## config.mk

```make
export PLATFORM = sky130hd
export DESIGN_NAME = param_datapath_seq
export DESIGN_NICKNAME = d
export VERILOG_FILES = /design/src/rtl/param_datapath_pkg.sv /design/src/rtl/param_alu.sv /design/src/rtl/param_datapath_seq.sv
export SDC_FILE = /design/constraint.sdc
export NUM_CORES = 1
export LEC_CHECK = 0
export BUFFER_PORTS_ARGS = -buffer_cell sky130_fd_sc_hd__buf_4
export CAP_MARGIN = 30
export CORE_ASPECT_RATIO = 1.1
export CORE_MARGIN = 1.5
export CORE_UTILIZATION = 63
export DETAILED_ROUTE_END_ITERATION = 8
export GPL_TIMING_DRIVEN = 0
export PLACE_DENSITY = 0.83
export SETUP_SLACK_MARGIN = 0.4
export SYNTH_ARGS = -nofsm -noshare
export SYNTH_HDL_FRONTEND = slang
export SYNTH_SLANG_ARGS = --single-unit
```

## constraint.sdc

```tcl
create_clock -name clock -period 9.12 [get_ports clock]
set_input_delay 0.456 -clock clock [delete_from_list [all_inputs] [get_ports clock]]
set_output_delay 0.456 -clock clock [all_outputs]
set_load 0.05 [all_outputs]
```

## src/rtl/param_datapath_pkg.sv

```systemverilog
// param_datapath_pkg: opcodes, flag bit positions and sequencer states shared by the
// parametrised datapath and its ALU.
package param_datapath_pkg;

    localparam logic [3:0] OP_ADD = 4'd0;
    localparam logic [3:0] OP_SUB = 4'd1;
    localparam logic [3:0] OP_AND = 4'd2;
    localparam logic [3:0] OP_OR  = 4'd3;
    localparam logic [3:0] OP_XOR = 4'd4;
    localparam logic [3:0] OP_NOT = 4'd5;
    localparam logic [3:0] OP_SHL = 4'd6;
    localparam logic [3:0] OP_SHR = 4'd7;
    localparam logic [3:0] OP_INC = 4'd8;
    localparam logic [3:0] OP_DEC = 4'd9;
    localparam logic [3:0] OP_MOV = 4'd10;
    localparam logic [3:0] OP_CMP = 4'd11;
    localparam logic [3:0] OP_TST = 4'd12;

    localparam int FLAG_CF = 0;
    localparam int FLAG_PF = 1;
    localparam int FLAG_ZF = 2;
    localparam int FLAG_SF = 3;
    localparam int FLAG_OF = 4;

    localparam logic [1:0] S_IDLE = 2'd0;
    localparam logic [1:0] S_READ = 2'd1;
    localparam logic [1:0] S_EXEC = 2'd2;
    localparam logic [1:0] S_WB   = 2'd3;

    // Opcodes 0..10 write their result back; CMP, TST and the NOP range do not.
    function automatic logic op_writes(input logic [3:0] op);
        return op <= OP_MOV;
    endfunction

    function automatic logic op_sets_flags(input logic [3:0] op);
        return op != OP_MOV && op <= OP_TST;
    endfunction

endpackage

```

## src/rtl/param_alu.sv

```systemverilog
// param_alu: combinational WIDTH-bit ALU producing the result and 8086-style flags.
module param_alu
    import param_datapath_pkg::*;
#(
    parameter int WIDTH = 8
) (
    input  logic [WIDTH-1:0] op_a,
    input  logic [WIDTH-1:0] op_b,
    input  logic [3:0]       opcode,
    input  logic             cf_in,
    output logic [WIDTH-1:0] res,
    output logic [7:0]       flags
);

    localparam int M = WIDTH - 1;
    localparam logic [WIDTH-1:0] ONE = 1;

    logic [WIDTH:0] sum;
    logic [WIDTH:0] diff;
    logic           cf;
    logic           of;

    assign sum  = {1'b0, op_a} + {1'b0, op_b};
    assign diff = {1'b0, op_a} - {1'b0, op_b};

    always_comb begin
        res = op_a;
        cf  = 1'b0;
        of  = 1'b0;
        case (opcode)
            OP_ADD: begin
                res = sum[M:0];
                cf  = sum[WIDTH];
                of  = (op_a[M] == op_b[M]) && (res[M] != op_a[M]);
            end
            OP_SUB, OP_CMP: begin
                res = diff[M:0];
                cf  = diff[WIDTH];
                of  = (op_a[M] != op_b[M]) && (res[M] != op_a[M]);
            end
            OP_AND, OP_TST: res = op_a & op_b;
            OP_OR:  res = op_a | op_b;
            OP_XOR: res = op_a ^ op_b;
            OP_NOT: res = ~op_a;
            OP_SHL: begin
                res = {op_a[M-1:0], 1'b0};
                cf  = op_a[M];
                of  = op_a[M] ^ op_a[M-1];
            end
            OP_SHR: begin
                res = {1'b0, op_a[M:1]};
                cf  = op_a[0];
            end
            // INC/DEC keep the incoming carry, as on the 8086
            OP_INC: begin
                res = op_a + ONE;
                cf  = cf_in;
                of  = ~op_a[M] & res[M];
            end
            OP_DEC: begin
                res = op_a - ONE;
                cf  = cf_in;
                of  = op_a[M] & ~res[M];
            end
            OP_MOV: begin
                res = op_b;
                cf  = cf_in;
            end
            default: cf = cf_in;
        endcase
    end

    always_comb begin
        flags          = '0;
        flags[FLAG_CF] = cf;
        flags[FLAG_PF] = ~^res[7:0];
        flags[FLAG_ZF] = res == '0;
        flags[FLAG_SF] = res[M];
        flags[FLAG_OF] = of;
    end

endmodule

```

## src/rtl/param_datapath_seq.sv

```systemverilog
// param_datapath_seq: register file plus a four-state READ/EXEC/WB sequencer around
// param_alu, driven by a start/busy/done handshake.
module param_datapath_seq
    import param_datapath_pkg::*;
#(
    parameter int WIDTH = 8,
    parameter int NREGS = 8,
    parameter int AW    = $clog2(NREGS)
) (
    input  logic             clock,
    input  logic             reset,
    input  logic             load_en,
    input  logic [AW-1:0]    load_addr,
    input  logic [WIDTH-1:0] load_data,
    input  logic             start,
    output logic             ready,
    input  logic [3:0]       opcode,
    input  logic [AW-1:0]    src_a,
    input  logic [AW-1:0]    src_b,
    input  logic [AW-1:0]    dst,
    input  logic             use_imm,
    input  logic [WIDTH-1:0] imm,
    output logic             busy,
    output logic             done,
    output logic [WIDTH-1:0] result,
    output logic [7:0]       flags,
    input  logic [AW-1:0]    dbg_addr,
    output logic [WIDTH-1:0] dbg_data
);

    logic [1:0]       state;
    logic [3:0]       op_q;
    logic [AW-1:0]    src_a_q;
    logic [AW-1:0]    src_b_q;
    logic [AW-1:0]    dst_q;
    logic             use_imm_q;
    logic [WIDTH-1:0] imm_q;
    logic [WIDTH-1:0] op_a;
    logic [WIDTH-1:0] op_b;
    logic [WIDTH-1:0] alu_res;
    logic [WIDTH-1:0] alu_res_q;
    logic [7:0]       alu_flags;
    logic [7:0]       alu_flags_q;
    logic [WIDTH-1:0] regs [NREGS];

    assign ready    = state == S_IDLE && !load_en;
    assign busy     = state != S_IDLE;
    assign done     = state == S_WB;
    assign dbg_data = regs[dbg_addr];

    param_alu #(.WIDTH(WIDTH)) u_alu (
        .op_a   (op_a),
        .op_b   (op_b),
        .opcode (op_q),
        .cf_in  (flags[FLAG_CF]),
        .res    (alu_res),
        .flags  (alu_flags)
    );

    always_ff @(posedge clock or negedge reset) begin
        if (!reset) begin
            state       <= S_IDLE;
            op_q        <= '0;
            src_a_q     <= '0;
            src_b_q     <= '0;
            dst_q       <= '0;
            use_imm_q   <= 1'b0;
            imm_q       <= '0;
            op_a        <= '0;
            op_b        <= '0;
            alu_res_q   <= '0;
            alu_flags_q <= '0;
            result      <= '0;
            flags       <= '0;
        end else begin
            case (state)
                S_IDLE: if (start && ready) begin
                    op_q      <= opcode;
                    src_a_q   <= src_a;
                    src_b_q   <= src_b;
                    dst_q     <= dst;
                    use_imm_q <= use_imm;
                    imm_q     <= imm;
                    state     <= S_READ;
                end
                // operands are captured here, so a dst that aliases a source is safe
                S_READ: begin
                    op_a  <= regs[src_a_q];
                    op_b  <= use_imm_q ? imm_q : regs[src_b_q];
                    state <= S_EXEC;
                end
                S_EXEC: begin
                    alu_res_q   <= alu_res;
                    alu_flags_q <= alu_flags;
                    state       <= S_WB;
                end
                default: begin
                    result <= alu_res_q;
                    if (op_sets_flags(op_q))
                        flags <= alu_flags_q;
                    state <= S_IDLE;
                end
            endcase
        end
    end

    always_ff @(posedge clock or negedge reset) begin
        if (!reset) begin
            for (int i = 0; i < NREGS; i++)
                regs[i] <= '0;
        end else if (state == S_IDLE && load_en) begin
            regs[load_addr] <= load_data;
        end else if (state == S_WB && op_writes(op_q)) begin
            regs[dst_q] <= alu_res_q;
        end
    end

endmodule

```

==> reports/qor_table.md <==
| Stage | Result | Value |
| --- | --- | --- |
| status | Run status | complete, no violations |
| clocking | Postcts setup bufs | 0 |
| timing | TNS Setup | 0 ns |
| floorplanning | Die X-Extent | 118 um |
| timing | Pins over their slew limit | 0 |
| route | Residual DRC count | 0 |
| timing | Min cycle time layout | 3.72 ns |
| logic synthesis | Number of distinct library cells after synthesis | 75 |
| timing | Worst slew margin relative to its limit | 31.3% |
| logic synthesis | Synth top cells by count | 129 x sky130_fd_sc_hd__dfrtp_1, 92 x sky130_fd_sc_hd__nor2_1, 74 x sky130_fd_sc_hd__nand2_1 |
| worst setup path | Arrival time worst endpoint | 4.03 ns |
| clocking | Clock-pin slew reported for the worst setup and hold paths after clock tree synthesis | 0.07 ns |
| worst setup path | Data required time at the worst endpoint | 9.42 ns |
| finish | Final Instance Count excl. Fillers | 1168 |
| place | Final GP Congestion | 0.995 |
| route | Final routed wire length divided by cell count | 24.2 um |
| floorplanning | # rows | 45 |
| clocking | Clock root buffer master | sky130_fd_sc_hd__clkbuf_16 |
| finish | Area Growth Syn to Fin | 14.2% |
| global routing | Pin count of the biggest net entering global routing | 97 |
| finish | FF+latch area | 0.00323 mm^2 |
| route | DRT iter0 DRCs | 1057 |
| clocking | Number of buffers on the longest clock path | 2 |
| finish | Final layout net count | 1045 |
| floorplanning | Core Area | 0.0140 mm^2 |
| finish | Design Area, Final | 0.0104 mm^2 |
| place | Instance area after placement | 0.00978 mm^2 |
| clocking | Clock sink count | 129 |
| logic synthesis | Proportion of register bits with asynchronous set or reset after synthesis | 100% |
| logic synthesis | Total standard cell area after synthesis | 0.00912 mm^2 |
| logic synthesis | Share of the synthesized area in the top cell type | 35.4% |
| logic synthesis | Leading cell type by number of instances after synthesis | sky130_fd_sc_hd__dfrtp_1 |
| timing | Fin crit share | 40.8% |
| logic synthesis | Dominant cell type by area after synthesis | sky130_fd_sc_hd__dfrtp_1 |
| timing | Max Freq | 269 MHz |
| min path | Number of stages on the worst hold path | 2 |
| clocking | Number of buffers created by CTS | 17 |
| min path | Path category of the worst min-delay check | in -> reg |
| pwr | Pwr per Cell Area | 454 mW/mm^2 |
| worst setup path | Critical Path End Type | register |
| job | Max-cap viol count | 0 |
| route | Via count of the routed design | 8209 |
| timing | Final Skew | 0.0105 ns |
| place | # port buffers | 52 |
| global routing | Wire length of the first global-routing pass | 44400 um |
| route | Count of antenna-violating nets left after detailed routing | 0 |
| route | Via-per-instance ratio | 7.03 |
| pwr | Final Total Pwr | 0.00473 W |
| logic synthesis | Number of register bits inferred by synthesis | 129 |
| pwr | Maximum ir drop on the vdd rail | 0.000212 V |
| worst setup path | Worst r2r path cells | 15 |
| worst setup path | Startpoint class of the critical path | register |
| worst setup path | Largest fanout of any net on the critical path | 10 |
| worst setup path | Kind of critical path | reg -> reg |
| global routing | Antenna violations before repair | 0 |
| global routing | Most heavily used metal layer in global routing | met2 |
| timing | Hold Worst Slack | 0.267 ns |
| global routing | Global-route congestion overflow total | 0 |
| timing | Hold Vio Cnt, Final | 0 |
| finish | Share of post-route cells with drive strength above 1 | 24.1% |
| logic synthesis | Number of enable-type register cells in the synthesized netlist | 0 |
| clocking | CTS H-tree depth | 4 |
| global routing | Global-route met2 utilization | 65.2% |
| floorplanning | Initial Utilization | 65.3% |
| route | Wirelength, routed | 28300 um |
| global routing | Met3 usage in global routing | 6.73% |
| clocking | TritonCTS clock tree | done |
| timing | Transition time at the pin with the least slew margin | 1.03 ns |
| global routing | Met1 Track Usage GR | 45.5% |
| floorplanning | Io pins | 67 |
| logic synthesis | Gate Count Post-Synth | 892 |
| global routing | Total global routing track utilization | 38.2% |
| timing | Setup-failing EPs final | 0 |
| route | Drt pass-1 iters | 7 |
| floorplanning | Total Die Area | 0.0152 mm^2 |
| logic synthesis | Average footprint of a synthesized cell | 10.2 um^2 |
| logic synthesis | Main flop type after synthesis | sky130_fd_sc_hd__dfrtp_1 |
| clocking | Clock insertion delay at the later pin of the skew report | 0.42 ns |
| finish | Count of filler cells inserted in the layout | 999 |
| place | Half-perimeter wire length after detailed placement | 20800 um |
| logic synthesis | Cells taking the most area after synthesis | sky130_fd_sc_hd__dfrtp_1 35%, sky130_fd_sc_hd__mux4_2 12%, sky130_fd_sc_hd__mux2_2 5.3% |
| finish | Diodes inserted | 0 |
| logic synthesis | Share of the yosys chip area belonging to registers | 35.4% |
| logic synthesis | Warnings, synthesis | 0 |
| place | Cells after DPL | 1135 |
| timing | Unrepaired setup endpoints after global routing | no |
| floorplanning | Die boundary height | 129 um |
| finish | Area of the multi-input gates | 0.00538 mm^2 |
| pwr | Cell leakage power | 4.44 nW |
| global routing | Number of global-route vias before repair | 8055 |
power by group:
part	internal [W]	switching, W
sequential	0.000845	0.000307
clock	0.000443	0.000275
combinational	0.00122	0.00164
total	0.00251	0.00222
registers in the layout, summed over array words and instances (netlist names):
signal	flops
regs	64
imm_q	8
op_a	8
op_b	8
result	8
alu_res_q	7
alu_flags_q	5
flags	5
op_q	4
dst_q	3
src_a_q	3
src_b_q	3
state	2
use_imm_q	1
cells in the final DEF (no fill, tap or decap), types with 7 or more instances in the layout:
cell	n
sky130_fd_sc_hd__nor2_1	92
sky130_fd_sc_hd__clkbuf_16	17
sky130_fd_sc_hd__a221o_1	41
sky130_fd_sc_hd__o21ai_1	8
sky130_fd_sc_hd__nand3_1	9
sky130_fd_sc_hd__xnor2_1	17
sky130_fd_sc_hd__a21oi_1	41
sky130_fd_sc_hd__buf_1	14
sky130_fd_sc_hd__clkbuf_8	7
sky130_fd_sc_hd__dfrtp_1	129
sky130_fd_sc_hd__o22ai_1	12
sky130_fd_sc_hd__ha_1	36
sky130_fd_sc_hd__o21ai_0	49
sky130_fd_sc_hd__a22oi_1	18
sky130_fd_sc_hd__a32oi_1	9
sky130_fd_sc_hd__inv_1	30
sky130_fd_sc_hd__nor3_1	11
sky130_fd_sc_hd__a31oi_1	8
sky130_fd_sc_hd__mux2_2	43
sky130_fd_sc_hd__buf_4	60
sky130_fd_sc_hd__mux4_2	48
sky130_fd_sc_hd__clkbuf_1	20
sky130_fd_sc_hd__nand2b_1	10
sky130_fd_sc_hd__buf_2	23
sky130_fd_sc_hd__mux2i_1	28
sky130_fd_sc_hd__nand2_1	74
metrics by stage:
step	worst slack, ns	util (%)
6_report	5.40	74.6
5_1_grt	5.22	74.6
4_1_cts	5.45	74.6
3_5_place_dp	5.47	70.1
3_3_place_gp	5.52	69.8
2_1_floorplan	5.93	-
layer usage:
metal  vias to the layer above  part of all wire (%)  routed length [um]
li1                       3522                     -                   -
met1                      3967                    35               10000
met2                       576                    49               14000
met3                       144                   9.0                2550
met4                         0                   6.1                1730
met5                         -                     0                   0
cell type report:
class | count | share of cell area [%]
inverter | 32 | 1.15
buffer | 72 | 3.85
tap | 188 | 2.26
clock inverter | 13 | 1.68
timing repair buffer | 54 | 4.15
multi-input combinational | 661 | 51.7
clock buffer | 19 | 4.25
sequential | 129 | 31.0
cell families (layout without fill, tap and decap cells):
group / Yosys count / in the layout / synth area share, %
compound gates: 251 / 251 / 19.7
xor+xnor: 19 / 19 / 1.82
fa+ha+maj: 38 / 38 / 5.38
buf+inv: 104 / 190 / 5.71
flops: 129 / 129 / 35.4
mux: 119 / 119 / 20.2
other cells: 1 / 3 / 0.0411
simple gates: 231 / 231 / 11.7
path summary, 6_finish.rpt:
kind / end / slack, ns / start
max: alu_flags_q[1] / 5.40 / op_a[2]
min in group asynchronous: imm_q[6] / 0.50 / reset
min reg2reg: flags[3] / 0.49 / flags[3]
max in group asynchronous: dst_q[2] / 7.85 / reset
min: op_q[2] / 0.27 / opcode[2]
max reg2reg: alu_flags_q[1] / 5.40 / op_a[2]
worst max-delay path: stages (launching register included):
cell	delay, ns
sky130_fd_sc_hd__dfrtp_1	0.50
sky130_fd_sc_hd__buf_2	0.30
sky130_fd_sc_hd__inv_1	0.09
sky130_fd_sc_hd__ha_1	0.29
sky130_fd_sc_hd__buf_2	0.17
sky130_fd_sc_hd__and2_1	0.16
sky130_fd_sc_hd__a221o_1	0.35
sky130_fd_sc_hd__a21o_1	0.21
sky130_fd_sc_hd__a21oi_2	0.18
sky130_fd_sc_hd__xor2_1	0.09
sky130_fd_sc_hd__o221ai_1	0.26
sky130_fd_sc_hd__o21ai_0	0.16
sky130_fd_sc_hd__ha_1	0.33
sky130_fd_sc_hd__xnor2_1	0.14
sky130_fd_sc_hd__xnor2_1	0.14
sky130_fd_sc_hd__mux2_2	0.26
what timing repair did:
item,in CTS,in global routing
endpoints found under the hold margin,33,0
hold buffers,1,0
gates resized for setup,0,0
Power figures use the tool's default switching activity.
